--- src/rtl/wr_bus_arbiter_if.sv ---
// -----------------------------------------------------------------------------
// wr_bus_arbiter_if
// Bundles the two write-master request channels, the RAM write port and the
// UART transmit port that surround wr_bus_arbiter.
//   m0_*/m1_*     : master request (req/addr/data) and completion (ack)
//   err           : timeout flag qualified by either ack
//   ram_wr_*      : RAM write strobe plus latched address/data
//   uart_*        : UART busy input, byte strobe and byte
//   bus_busy      : arbiter is not idle
// Modports:
//   slave  : the arbiter side
//   master : the side that drives requests and models the UART/RAM
// -----------------------------------------------------------------------------
interface wr_bus_arbiter_if;
    logic        m0_req;
    logic [31:0] m0_addr;
    logic [31:0] m0_data;
    logic        m0_ack;
    logic        m1_req;
    logic [31:0] m1_addr;
    logic [31:0] m1_data;
    logic        m1_ack;
    logic        err;
    logic        ram_wr_valid;
    logic [31:0] ram_wr_addr;
    logic [31:0] ram_wr_data;
    logic        uart_busy;
    logic        uart_wr_valid;
    logic [7:0]  uart_wr_data;
    logic        bus_busy;

    modport slave (
        input  m0_req, m0_addr, m0_data,
        input  m1_req, m1_addr, m1_data,
        input  uart_busy,
        output m0_ack, m1_ack, err,
        output ram_wr_valid, ram_wr_addr, ram_wr_data,
        output uart_wr_valid, uart_wr_data,
        output bus_busy
    );

    modport master (
        output m0_req, m0_addr, m0_data,
        output m1_req, m1_addr, m1_data,
        output uart_busy,
        input  m0_ack, m1_ack, err,
        input  ram_wr_valid, ram_wr_addr, ram_wr_data,
        input  uart_wr_valid, uart_wr_data,
        input  bus_busy
    );
endinterface

--- src/rtl/wr_bus_arbiter.sv ---
// -----------------------------------------------------------------------------
// wr_bus_arbiter
// Shares one system write bus between master 0 (cpu) and master 1 (boot
// loader / debug). Each granted write is decoded to the RAM port or, when the
// address falls in the UART region, to the UART transmit port. UART busy is
// waited on with a bounded counter so a stuck UART cannot hang the bus.
// Ports:
//   clk        : system clock, rising edge
//   i_reset_n  : asynchronous active-low reset
//   bus        : wr_bus_arbiter_if.slave (masters, RAM port, UART port)
//
// state     | meaning
// ----------+--------------------------------------------------------------
// IDLE      | arbitrate; latch winner's addr/data on a grant
// RAM_WR    | ram_wr_valid high for this cycle
// UART_WAIT | waiting for uart_busy low, counting busy cycles
// UART_WR   | uart_wr_valid high for this cycle
// DONE      | ack (and err) to the granted master; no arbitration
//
// All outputs are registered; they are set on the transition into the state
// that owns them, so each is high exactly while the FSM sits in that state.
// -----------------------------------------------------------------------------
module wr_bus_arbiter #(
    parameter logic [31:0] UART_BASE = 32'h1000_0000,
    parameter logic [31:0] UART_MASK = 32'hF000_0000,
    parameter int          TIMEOUT   = 255
) (
    input  logic             clk,
    input  logic             i_reset_n,
    wr_bus_arbiter_if.slave  bus
);

    typedef enum logic [2:0] {
        IDLE,
        RAM_WR,
        UART_WAIT,
        UART_WR,
        DONE
    } state_t;

    localparam logic [7:0] L_CNT_LAST = 8'(TIMEOUT - 1);

    state_t      r_state;
    logic [31:0] r_addr;
    logic [31:0] r_data;
    logic [7:0]  r_cnt;
    logic        r_last_grant;
    logic        r_grant;        // 0 = master 0, 1 = master 1
    logic        r_err_lat;

    logic        r_m0_ack;
    logic        r_m1_ack;
    logic        r_err;
    logic        r_ram_wr_valid;
    logic        r_uart_wr_valid;
    logic        r_bus_busy;

    logic        w_any_req;
    logic        w_pick_m1;
    logic [31:0] w_sel_addr;
    logic [31:0] w_sel_data;
    logic        w_is_uart;

    // On a tie the master that did not win last time is chosen.
    assign w_any_req  = bus.m0_req | bus.m1_req;
    assign w_pick_m1  = bus.m1_req & (~bus.m0_req | ~r_last_grant);
    assign w_sel_addr = w_pick_m1 ? bus.m1_addr : bus.m0_addr;
    assign w_sel_data = w_pick_m1 ? bus.m1_data : bus.m0_data;
    assign w_is_uart  = ((w_sel_addr & UART_MASK) == UART_BASE);

    always_ff @(posedge clk or negedge i_reset_n) begin
        if (!i_reset_n) begin
            r_state         <= IDLE;
            r_addr          <= '0;
            r_data          <= '0;
            r_cnt           <= '0;
            r_last_grant    <= 1'b1;
            r_grant         <= 1'b0;
            r_err_lat       <= 1'b0;
            r_m0_ack        <= 1'b0;
            r_m1_ack        <= 1'b0;
            r_err           <= 1'b0;
            r_ram_wr_valid  <= 1'b0;
            r_uart_wr_valid <= 1'b0;
            r_bus_busy      <= 1'b0;
        end else begin
            r_m0_ack        <= 1'b0;
            r_m1_ack        <= 1'b0;
            r_err           <= 1'b0;
            r_ram_wr_valid  <= 1'b0;
            r_uart_wr_valid <= 1'b0;

            case (r_state)
                IDLE: begin
                    if (w_any_req) begin
                        r_addr       <= w_sel_addr;
                        r_data       <= w_sel_data;
                        r_grant      <= w_pick_m1;
                        r_last_grant <= w_pick_m1;
                        r_cnt        <= '0;
                        r_bus_busy   <= 1'b1;
                        if (w_is_uart) begin
                            r_state <= UART_WAIT;
                        end else begin
                            r_state        <= RAM_WR;
                            r_ram_wr_valid <= 1'b1;
                        end
                    end
                end

                RAM_WR: begin
                    r_state  <= DONE;
                    r_m0_ack <= ~r_grant;
                    r_m1_ack <= r_grant;
                    r_err    <= r_err_lat;
                end

                UART_WAIT: begin
                    if (!bus.uart_busy) begin
                        r_state         <= UART_WR;
                        r_uart_wr_valid <= 1'b1;
                    end else if (r_cnt == L_CNT_LAST) begin
                        // Give up: the write is dropped and flagged.
                        r_err_lat <= 1'b1;
                        r_state   <= DONE;
                        r_m0_ack  <= ~r_grant;
                        r_m1_ack  <= r_grant;
                        r_err     <= 1'b1;
                    end else begin
                        r_cnt <= r_cnt + 8'd1;
                    end
                end

                UART_WR: begin
                    r_state  <= DONE;
                    r_m0_ack <= ~r_grant;
                    r_m1_ack <= r_grant;
                    r_err    <= r_err_lat;
                end

                DONE: begin
                    // No arbitration here so a master dropping req on the
                    // ack edge is not granted again.
                    r_state    <= IDLE;
                    r_err_lat  <= 1'b0;
                    r_bus_busy <= 1'b0;
                end

                default: begin
                    r_state    <= IDLE;
                    r_err_lat  <= 1'b0;
                    r_bus_busy <= 1'b0;
                end
            endcase
        end
    end

    assign bus.m0_ack        = r_m0_ack;
    assign bus.m1_ack        = r_m1_ack;
    assign bus.err           = r_err;
    assign bus.ram_wr_valid  = r_ram_wr_valid;
    assign bus.ram_wr_addr   = r_addr;
    assign bus.ram_wr_data   = r_data;
    assign bus.uart_wr_valid = r_uart_wr_valid;
    assign bus.uart_wr_data  = r_data[7:0];
    assign bus.bus_busy      = r_bus_busy;

endmodule

--- src/flat_wrapper.sv ---
// flat-port wrapper written by rule: the top's interface ports become plain ports
module wr_bus_arbiter_flat 
#(
    parameter logic [31:0] UART_BASE = 32'h1000_0000,
    parameter logic [31:0] UART_MASK = 32'hF000_0000,
    parameter int          TIMEOUT   = 255
)
  (clk, i_reset_n, bus_m0_req, bus_m0_addr, bus_m0_data, bus_m1_req, bus_m1_addr, bus_m1_data, bus_uart_busy, bus_m0_ack, bus_m1_ack, bus_err, bus_ram_wr_valid, bus_ram_wr_addr, bus_ram_wr_data, bus_uart_wr_valid, bus_uart_wr_data, bus_bus_busy);
  wr_bus_arbiter_if bus_i ();
  input  logic clk;
  input  logic i_reset_n;
  input wire logic [$bits(bus_i.m0_req)-1:0] bus_m0_req;
  input wire logic [$bits(bus_i.m0_addr)-1:0] bus_m0_addr;
  input wire logic [$bits(bus_i.m0_data)-1:0] bus_m0_data;
  input wire logic [$bits(bus_i.m1_req)-1:0] bus_m1_req;
  input wire logic [$bits(bus_i.m1_addr)-1:0] bus_m1_addr;
  input wire logic [$bits(bus_i.m1_data)-1:0] bus_m1_data;
  input wire logic [$bits(bus_i.uart_busy)-1:0] bus_uart_busy;
  output wire logic [$bits(bus_i.m0_ack)-1:0] bus_m0_ack;
  output wire logic [$bits(bus_i.m1_ack)-1:0] bus_m1_ack;
  output wire logic [$bits(bus_i.err)-1:0] bus_err;
  output wire logic [$bits(bus_i.ram_wr_valid)-1:0] bus_ram_wr_valid;
  output wire logic [$bits(bus_i.ram_wr_addr)-1:0] bus_ram_wr_addr;
  output wire logic [$bits(bus_i.ram_wr_data)-1:0] bus_ram_wr_data;
  output wire logic [$bits(bus_i.uart_wr_valid)-1:0] bus_uart_wr_valid;
  output wire logic [$bits(bus_i.uart_wr_data)-1:0] bus_uart_wr_data;
  output wire logic [$bits(bus_i.bus_busy)-1:0] bus_bus_busy;
  assign bus_i.m0_req = bus_m0_req;
  assign bus_i.m0_addr = bus_m0_addr;
  assign bus_i.m0_data = bus_m0_data;
  assign bus_i.m1_req = bus_m1_req;
  assign bus_i.m1_addr = bus_m1_addr;
  assign bus_i.m1_data = bus_m1_data;
  assign bus_i.uart_busy = bus_uart_busy;
  assign bus_m0_ack = bus_i.m0_ack;
  assign bus_m1_ack = bus_i.m1_ack;
  assign bus_err = bus_i.err;
  assign bus_ram_wr_valid = bus_i.ram_wr_valid;
  assign bus_ram_wr_addr = bus_i.ram_wr_addr;
  assign bus_ram_wr_data = bus_i.ram_wr_data;
  assign bus_uart_wr_valid = bus_i.uart_wr_valid;
  assign bus_uart_wr_data = bus_i.uart_wr_data;
  assign bus_bus_busy = bus_i.bus_busy;
  wr_bus_arbiter #(.UART_BASE(UART_BASE), .UART_MASK(UART_MASK), .TIMEOUT(TIMEOUT)) u_core (.clk(clk), .i_reset_n(i_reset_n), .bus(bus_i));
endmodule
--- config.mk ---
export PLATFORM = sky130hd
export DESIGN_NAME = wr_bus_arbiter_flat
export DESIGN_NICKNAME = d
export VERILOG_FILES = /design/src/rtl/wr_bus_arbiter_if.sv /design/src/rtl/wr_bus_arbiter.sv /design/src/flat_wrapper.sv
export SDC_FILE = /design/constraint.sdc
export NUM_CORES = 1
export LEC_CHECK = 0
export ABC_AREA = 1
export BUFFER_PORTS_ARGS = -buffer_cell sky130_fd_sc_hd__buf_2
export CAP_MARGIN = 20
export CORE_ASPECT_RATIO = 0.7
export CORE_MARGIN = 2
export CORE_UTILIZATION = 45
export CTS_CLUSTER_DIAMETER = 60
export DETAILED_ROUTE_END_ITERATION = 12
export PLACE_DENSITY = 0.9
export SLEW_MARGIN = 20
export SYNTH_ARGS = -nofsm -noshare
export SYNTH_HDL_FRONTEND = slang
export SYNTH_SLANG_ARGS = --single-unit
--- constraint.sdc ---
create_clock -name clk -period 1.5 [get_ports clk]
set_input_delay 0.3 -clock clk [delete_from_list [all_inputs] [get_ports clk]]
set_output_delay 0.3 -clock clk [all_outputs]
set_load 0.02 [all_outputs]
==> results of run 1 <==
## state kept, by name (all words and copies together) (netlist names)
name,count
u_core.bus.bus_busy,1
u_core.bus.err,1
u_core.bus.m0_ack,1
u_core.bus.m1_ack,1
u_core.bus.ram_wr_addr,32
u_core.bus.ram_wr_data,32
u_core.bus.ram_wr_valid,1
u_core.bus.uart_wr_valid,1
u_core.r_cnt,8
u_core.r_err_lat,1
u_core.r_grant,1
u_core.r_last_grant,1
u_core.r_state,3
## Yosys cell counts
cell type	number	area [um2]
nand3_2	1	10.0
a21boi_0	1	7.51
a21oi_1	1	5.00
inv_2	3	11.3
or2_2	1	6.26
clkbuf_1	14	52.6
buf_2	2	10.0
nor2_1	71	267
nor2_2	1	6.26
dfstp_2	1	26.3
ha_1	2	25.0
o21ai_1	72	360
buf_6	9	101
nand3_1	12	60.1
nand4_1	1	6.26
buf_4	11	82.6
nor3_4	1	16.3
xor2_1	4	35.0
o21ai_0	56	280
nand2_4	1	11.3
inv_1	21	78.8
nor3_2	1	10.0
nand2_2	3	18.8
or2_1	1	6.26
dfrtp_1	83	2080
nand2_1	110	413
o21ai_2	3	26.3
nor3_1	1	5.00
nor2_4	2	22.5
## final cells by class
| cell class | count | share of cell area |
|---|---|---|
| Clock buffer | 12 | 0.0422 |
| Clock inverter | 4 | 0.00892 |
| Inverter | 24 | 0.0165 |
| Multi-Input combinational cell | 346 | 0.292 |
| Sequential cell | 84 | 0.375 |
| Tap cell | 120 | 0.0268 |
| Timing Repair Buffer | 233 | 0.239 |
## worst max-delay path: cells and delay by family (launching register included)
| family | cells | cell delay (ns) |
|---|---|---|
| compound gates | 2 | 0.22 |
| flops | 1 | 0.41 |
| buf+inv | 2 | 0.32 |
| simple gates | 3 | 0.44 |
## timing repair
| action | 4_1_cts | 5_1_grt |
|---|---|---|
| gates cloned | 0 | 1 |
| hold endpoints to repair | 0 | 0 |
| pin swaps | 3 | 6 |
| resized for setup | 7 | 29 |
| setup buffers | 0 | 4 |
| endpoints found under the setup margin | 16 | 66 |
## placed cells by master (no fill, tap or decap), types with 4 or more instances in the layout
master     synthesis  final
o21ai_0           56     41
buf_2              2    209
buf_4             11     12
nand2_1          110    108
clkbuf_16          0     10
xor2_1             4      4
inv_2              3      5
o21ai_1           72     87
dfrtp_1           83     83
nand2_2            3      5
buf_12             0      6
inv_1             21     18
nor2_1            71     68
buf_6              9      5
nand3_1           12     12
## per-layer routing
metal	GRT usage	vias up	routed length, um
met5	0	-	0
met4	0.0770	0	179
met3	0.0584	21	987
met2	0.406	201	5940
met1	0.294	1967	5130
li1	-	1998	-
## path summary, 6_finish.rpt
path / endpoint / slack [ns] / cells past startpoint
setup / recovery: u_core.bus.ram_wr_data[19] / 0.02 / 7
hold / removal: u_core.bus.ram_wr_data[0] / -0.008 / 2
setup reg to reg: u_core.bus.ram_wr_data[19] / 0.02 / 7
hold reg to reg: u_core.bus.m0_ack / 0.45 / 1
max in group asynchronous: u_core.r_last_grant / 1.13 / 2
min in group clk: u_core.bus.ram_wr_addr[8] / 0.23 / 3
## power by group through the flow
stage               registers, W  clock network [W]  logic (W)
floorplan                0.00498                  0    0.00285
CTS                      0.00389            0.00220    0.00598
finish                   0.00388            0.00216    0.00625
global placement         0.00385                  0    0.00568
detailed placement       0.00391                  0    0.00592
global route             0.00398            0.00229    0.00682
## logic make-up after synthesis
logic type / after synthesis
AOI/OAI and AO/OA: 133
DFF: 84
buffers and inverters: 60
and+or+nand+nor: 207
adders and majority gates: 2
xor gates and xnor gates: 4
## per-stage QoR
| step | hold slack (ns) | cell area (um2) |
|---|---|---|
| finish | -0.00825 | 5610 |
| global route | 0.0261 | 5610 |
| CTS | 0.0184 | 5500 |
| detailed placement | 0.371 | 5200 |
| global placement | 0.360 | 5200 |
| floorplan | 0.00441 | 4040 |
==> flow_summary.toml, run 1 <==
[drt]
finalWirelength_um = 12200
vias_per_cell = 5.09
drtPass1Iterations = 4
final_antenna_net_count = 0
wire_per_inst_um = 14.9
detail_route.iter0.violations = 323
vias = 4187
drc_errors = 0

[finish]
seqCellArea_um2 = 2100
nFillCells = 730
fin_util = 0.653
n_antenna_cell = 0
layout-drive-gt1-share = 0.390
multiInputGateArea_um2 = 1640
syn2layout_area_growth_pct = 38.9
stdcell_count = 823
fin_nets = 833

[setup_path]
cp_slowest_stage_delay_ns = 0.41
crit_slowest_cell = "dfrtp_1"
path_class = "flop to flop"
end_kind = "flop"
start_kind = "flop"
cp-startpoint = "u_core.r_state[2]"
crit_chain = "nor2_4, nand2_2, nor2_4, buf_4, clkbuf_16, o21ai_1, o21ai_1"
cp.required_ns = 1.75
r2r_start = "u_core.r_state[2]"
crit_fanout = 14
arrival_ns = 1.74

[power_and_ir_drop]
p_leak_nw = 2.98
clkPwrFrac = 0.176
power_frac_seq = 0.316
p_total_w = 0.0123
p_int_w = 0.00687
p_comb_frac = 0.508
power_density_nw_per_um2 = 2190
peakVddDrop_uv = 1200
swShare = 0.441
switchingPower_w = 0.00542

[sta]
setup_violations = 0
setup_ws_ns = 0.0163
min_period_ns = 1.48
tightest_slew_ns = 0.454
tns_ns = 0
fin_skew_ns = 0.00688
slew_headroom = 0.697
timing.hold.ws_ns = -0.00825
clock.fmax_mhz = 674
final.period_utilization = 0.989
rsz0062_at_grt = "true"
finalHoldViolCount = 4
drv_slew = 0

[floorplanning]
fp.dieW_um = 117
start_util = 0.470
core_um2 = 8580
pin_count = 211
row_count = 28
die_h_um = 83.3
die_area_um2 = 9760

[synthesis]
synth_adder_area_share = 0.00620
syn_area_per_cell_um2 = 8.24
synth_compound_area_frac = 0.168
synth_cells = 490
yosysSeqAreaShare = 0.521
yosys.area_share.xor_xnor = 0.00868
synth-simple-area-share = 0.213
syn-cell-area_um2 = 4040
ys_types = 29
yosysWarnings = 0
synth_seq_cells = 84
synth.area.mux_share = 0
synth_top_family_by_area = "simple AND/OR/NAND/NOR gates"
synth_nets = 625

[placed_design]
dpl.cell_count = 802
hpwl_um = 8890
io_buffer_count = 210
gp_congestion = 0.908
place_ws_ns = -0.0452

[clock_tree]
clk_pin_slew_ns = 0.06
cts_num_sinks = 84
insertion_delay_ns = 0.33
cts-buffers-inserted = 9
cts.htree.levels = 3
ctsHoldBuffers = 0
cts_tree = "yes"
cts_buffer_depth = 2
clock-root-buffer = "clkbuf_16"

[run_status]
violations = "negative hold slack"
status = "finished with violations"

[global_route]
first_global_vias = 3962
grt_usage = 0.238
antenna_found_initial = 0
grt_start_max_net_pins = 85
grt_pass1_wl_um = 18300
grt.overflow.total = 0

[flow_run]
drv_cap = 0

[hold_path]
hp-class = "primary input to async pin"
Note: power is estimated with default switching activity, not from simulation.
==> inputs of run 2 (changes only) <==
ABC_AREA = not set   (was 1)
PLACE_DENSITY = 0.91   (was 0.9)
==> run 2 against run 1 <==
Net effect: the flow finishes with violations (negative setup slack); power down 5.2%; highest routed layer unchanged; via count fell by 12%; cell count fell by 13%; sequential power decreased by 2%; non-clock buffer count is 21 higher; final area rose by 4.3%; register-to-register slack worse by 0.05 ns; setup slack lost 0.050 ns.
==> flow_summary.toml, run 2 <==
[synthesis]
yosys.area.top_type = "dfrtp_1"
synth_cells = 369
syn_area_per_cell_um2 = 10.5
syn-cell-area_um2 = 3890
synth_adder_area_share = 0.00643
yosys.area_share.xor_xnor = 0.00450
synthTopCellsByArea = "dfrtp_1 (53%), mux2i_1 (17%), nand2_1 (6.4%)"
ys_types = 38
synth_edf_count = 0
synth_top_area_share = 0.534
ys_async_sr_fraction = 1.00
synth_most_common_cell = "dfrtp_1"
synth_seq_cells = 84
synth_nets = 504
synth_common_cells = "dfrtp_1 (83), nand2_1 (66), mux2i_1 (65)"
synth_compound_area_frac = 0.124
synth-simple-area-share = 0.109
synth_flop_cell = "dfrtp_1"
yosysWarnings = 0
synth.area.mux_share = 0.167
yosysSeqAreaShare = 0.541
synth_top_family_by_area = "multiplexers"

[sta]
final.period_utilization = 1.02
finalHoldViolCount = 0
tns_ns = -0.0394
min_period_ns = 1.53
drv_slew = 0
rsz0062_at_grt = "true"
slew_headroom = 0.667
clock.fmax_mhz = 652
fin_skew_ns = 0.00735
setup_ws_ns = -0.0341
tightest_slew_ns = 0.493
timing.hold.ws_ns = 0.196
setup_violations = 2

[setup_path]
crit_fanout = 3
arrival_ns = 1.74
r2r_start = "u_core.r_state[0]"
r2r-end = "u_core.r_cnt[4]"
reg2regPathDepth = 6
end_kind = "flop"
reg2reg_slack_ns = -0.03
start_kind = "flop"
path_class = "flop to flop"
cp.required_ns = 1.71

[clock_tree]
insertion_delay_ns = 0.33
cts_buffer_depth = 2
cts.htree.levels = 3
clock-root-buffer = "clkbuf_16"
cts-buffers-inserted = 9
cts_num_sinks = 84
cts_tree = "yes"
clk_pin_slew_ns = 0.06

[power_and_ir_drop]
switchingPower_w = 0.00481
p_int_w = 0.00684
peakVddDrop_uv = 1200
p_comb_frac = 0.499
p_leak_nw = 3.02
swShare = 0.413
power_frac_seq = 0.326
clkPwrFrac = 0.175
power_density_nw_per_um2 = 1990

[global_route]
first_global_vias = 3499
grt_pass1_wl_um = 15600
grt.overflow.total = 0
grt_usage = 0.213
antenna_found_initial = 0
grt_start_max_net_pins = 46

[drt]
vias_per_cell = 5.15
final_antenna_net_count = 0
wire_per_inst_um = 15.6
finalWirelength_um = 11200
drc_errors = 0
drtPass1Iterations = 4
vias = 3692
detail_route.iter0.violations = 316

[floorplanning]
row_count = 28
die_h_um = 81.8
die_area_um2 = 9420
pin_count = 211
start_util = 0.463
core_um2 = 8410
fp.dieW_um = 115

[finish]
final_cell_mix = "buf_2 (209), dfrtp_1 (81), mux2i_1 (64)"
mostFrequentLayoutCell = "buf_2"
fin_util = 0.696
syn2layout_area_growth_pct = 50.3
fin_nets = 742
n_antenna_cell = 0
layout-drive-gt1-share = 0.475

[hold_path]
hold_depth = 2
worstHoldEndpoint = "u_core.bus.uart_wr_valid"
hp-class = "primary input to flop"
min-delay-start = "bus_uart_busy"

[placed_design]
io_buffer_count = 210
place_ws_ns = -0.0806
gp_congestion = 0.799
hpwl_um = 7910

[run_status]
status = "finished with violations"
violations = "negative setup slack"

[flow_run]
drv_cap = 0
## run 2: cell types whose count changed after synthesis, sizes merged, moves of 4 or more
cell,before,now
nor2,74,5
mux2i,0,65
o21ai,131,69
nand2,114,66
inv,24,5
clkbuf,14,8
nand3,13,8
o31ai,0,4
## run 2: kinds of logic (layout without fill, tap and decap cells)
| family | Yosys count | count (layout) |
|---|---|---|
| multiplexers | 65 | 65 |
| XOR/XNOR | 2 | 2 |
| buffers and inverters | 34 | 275 |
| adder cells (fa/ha/maj) | 2 | 2 |
| AO/OA/AOI/OAI | 87 | 89 |
| flip-flops | 84 | 84 |
| AND/OR/NAND/NOR | 95 | 95 |
## run 2: worst max path at each step
| stage | start | endpoint | slack (ns) | cells past startpoint |
|---|---|---|---|---|
| floorplan | u_core.r_state[2] | u_core.r_cnt[7] | -0.04 | 4 |
| global placement | bus_m1_req | u_core.r_state[0] | 0.006 | 6 |
| detailed placement | u_core.r_state[0] | u_core.r_cnt[7] | -0.08 | 4 |
| CTS | u_core.r_last_grant | u_core.r_state[1] | 0.008 | 5 |
| global route | u_core.r_state[2] | u_core.r_cnt[4] | -0.09 | 6 |
| finish | u_core.r_state[0] | u_core.r_cnt[4] | -0.03 | 6 |
## run 2: critical path: stages (launching register included)
cell      delay (ns)
dfrtp_1         0.40
and4bb_4        0.39
buf_6           0.12
o211ai_1        0.09
buf_4           0.16
o211ai_1        0.16
o31ai_1         0.10
## run 2: cell type report
| cell class | instances | area [um2] |
|---|---|---|
| clock inverter | 3 | 21.3 |
| sequential | 84 | 2110 |
| timing repair buffer | 254 | 1580 |
| tap | 105 | 131 |
| multi-input combinational | 253 | 1730 |
| fill | 618 | 2560 |
| inverter | 5 | 18.8 |
| clock buffer | 13 | 260 |
## run 2: power groups by stage
| stage | Combinational [W] | Clock, W | Sequential [W] |
|---|---|---|---|
| after floorplan | 0.00200 | 0 | 0.00490 |
| final | 0.00582 | 0.00204 | 0.00379 |
| after detailed placement | 0.00506 | 0 | 0.00381 |
| after CTS | 0.00512 | 0.00210 | 0.00377 |
| after global placement | 0.00490 | 0 | 0.00374 |
| after global routing | 0.00629 | 0.00222 | 0.00390 |
## run 2: layer usage
metal / track usage / share of wire / wire [um]
met5: 0 / 0 / 0
met4: 0.0627 / 0.0098 / 110
met3: 0.0679 / 0.065 / 729
met2: 0.390 / 0.51 / 5700
met1: 0.242 / 0.41 / 4640
## run 2: per-stage QoR
step                      std cells  cell area, um2  power (W)
final                           717            5850     0.0117
after global routing            717            5850     0.0124
after CTS                       704            5570     0.0110
after detailed placement        684            5250    0.00887
after global placement          684            5250    0.00864
after floorplan                 369            3910    0.00690
## run 2: timing repair
action	in CTS	in global routing
endpoints found under the hold margin	17	0
hold buffers	1	0
pin swaps	3	5
gates cloned	0	7
setup endpoints to repair	2	75
buffers inserted	3	6
gates resized for setup	3	58
==> inputs of run 3 (changes only) <==
CORE_ASPECT_RATIO = 1.75   (was 0.7)
SETUP_SLACK_MARGIN = 0.3   (was not set)
==> run 3 against run 2 <==
Net effect: the run still ends with negative setup slack left; setup slack worse by 0.19 ns; utilization up 12 points; sequential share of layout area down 5.1 points; power up 30%; critical endpoint is now u_core.r_cnt[2].
==> flow_summary.toml, run 3 (synthesis gave the netlist of run 2 again) <==
[clock_tree]
cts_num_sinks = 84
insertion_delay_ns = 0.34
cts_buffer_depth = 2
cts-buffers-inserted = 9
clk_pin_slew_ns = 0.06
clock-root-buffer = "clkbuf_16"
cts_tree = "yes"
cts.htree.levels = 3

[sta]
final.period_utilization = 1.15
setup_ws_ns = -0.222
tightest_slew_ns = 0.558
clock.fmax_mhz = 581
fin_skew_ns = 0.0139
setup_violations = 63
slew_headroom = 0.623
min_period_ns = 1.72
finalHoldViolCount = 0
rsz0062_at_grt = "true"
drv_slew = 0
timing.hold.ws_ns = 0.180

[power_and_ir_drop]
peakVddDrop_uv = 1630
p_leak_nw = 3.41
power_density_nw_per_um2 = 2230

[finish]
fin_area_um2 = 6820
layout-drive-gt1-share = 0.617
mostFrequentLayoutCell = "buf_2"
fin_util = 0.815
fin_nets = 762
stdcell_count = 745
syn2layout_area_growth_pct = 75.3
final_cell_mix = "buf_2 (173), dfrtp_1 (81), mux2i_1 (62)"
n_antenna_cell = 0

[floorplanning]
start_util = 0.465
die_h_um = 127
die_area_um2 = 9430
core_um2 = 8370
row_count = 44
fp.dieW_um = 74.3
pin_count = 211

[setup_path]
crit_family = "flip-flops"
start_kind = "flop"
crit_chain = "nand4_1, o211ai_1, xor2_1, nor2_1"
path_class = "flop to flop"
arrival_ns = 1.94
cp_slowest_stage_delay_ns = 0.49
crit_slowest_cell = "dfrtp_1"
end_kind = "flop"
path_buf_inv = 0
cp.required_ns = 1.72
crit_fanout = 6

[drt]
vias = 4349
drc_errors = 0
finalWirelength_um = 17300
final_antenna_net_count = 0
vias_per_cell = 5.84
detail_route.iter0.violations = 388
drtPass1Iterations = 4
wire_per_inst_um = 23.2

[global_route]
first_global_vias = 4099
grt_pass1_wl_um = 19500
grt_usage = 0.271
grt_start_max_net_pins = 39
grt.overflow.total = 0
antenna_found_initial = 0

[placed_design]
place_ws_ns = -0.0113
gp_congestion = 0.860
placed_cell_area_um2 = 5170
dpl.cell_count = 680
hpwl_um = 8710
io_buffer_count = 210

[run_status]
status = "finished with violations"
violations = "negative setup slack"

[flow_run]
drv_cap = 0

[hold_path]
hp-class = "primary input to flop"
-- run 3: cell types whose count changed in the layout (fill, tap and decap cells not counted), moves of 12 or more --
| cell | previous run | this run |
|---|---|---|
| nand2_1 | 62 | 24 |
| buf_2 | 209 | 173 |
| buf_6 | 10 | 41 |
| nand2_2 | 4 | 34 |
| o21ai_2 | 3 | 31 |
| o21ai_0 | 18 | 0 |
| o21ai_1 | 47 | 35 |
-- run 3: final cells by class --
type / count / area (um2)
sequential: 84 / 2110
fill: 428 / 1550
multi-input combinational: 251 / 2050
clock inverter: 2 / 35.0
clock buffer: 12 / 256
inverter: 5 / 18.8
timing repair buffer: 276 / 2210
tap: 115 / 144
-- run 3: power breakdown --
part	leakage, nW	internal, W	switching, W
combinational	2.21	0.00425	0.00465
clock	0.145	0.00136	0.000859
sequential	1.05	0.00325	0.000809
-- run 3: worst paths after layout --
kind | slack, ns | end | cells past startpoint | startpoint
worst max-delay path | -0.22 | u_core.r_cnt[2] | 4 | u_core.r_cnt[2]
worst min-delay path | 0.18 | u_core.bus.uart_wr_valid | 2 | bus_uart_busy
worst max register to register | -0.22 | u_core.r_cnt[2] | 4 | u_core.r_cnt[2]
worst min register to register | 0.47 | u_core.bus.m0_ack | 1 | u_core.r_grant
max in group asynchronous | 0.53 | u_core.bus.ram_wr_addr[4] | 3 | i_reset_n
min in group asynchronous | 0.45 | u_core.bus.ram_wr_addr[8] | 2 | i_reset_n
-- run 3: repair_timing --
action | 4_1_cts | 5_1_grt
hold buffers | 1 | 0
pin swaps | 9 | 23
gates cloned | 7 | 11
gates resized for setup | 62 | 137
hold endpoints to repair | 25 | 0
buffers inserted | 13 | 19
setup endpoints to repair | 93 | 115
-- run 3: per-stage QoR --
stage / power [W] / setup TNS, ns
floorplan: 0.00726 / 0
global placement: 0.00868 / 0
detailed placement: 0.00892 / -0.0236
CTS: 0.0126 / 0
global route: 0.0157 / -6.19
finish: 0.0152 / -2.41
-- run 3: routing by layer --
layer  GRT usage  part of all wire  vias up
met2       0.487              0.54      307
met5           0                 0        -
li1            -                 -     1816
met1       0.288              0.32     2134
met4       0.142             0.063        0
met3      0.0528             0.071       92
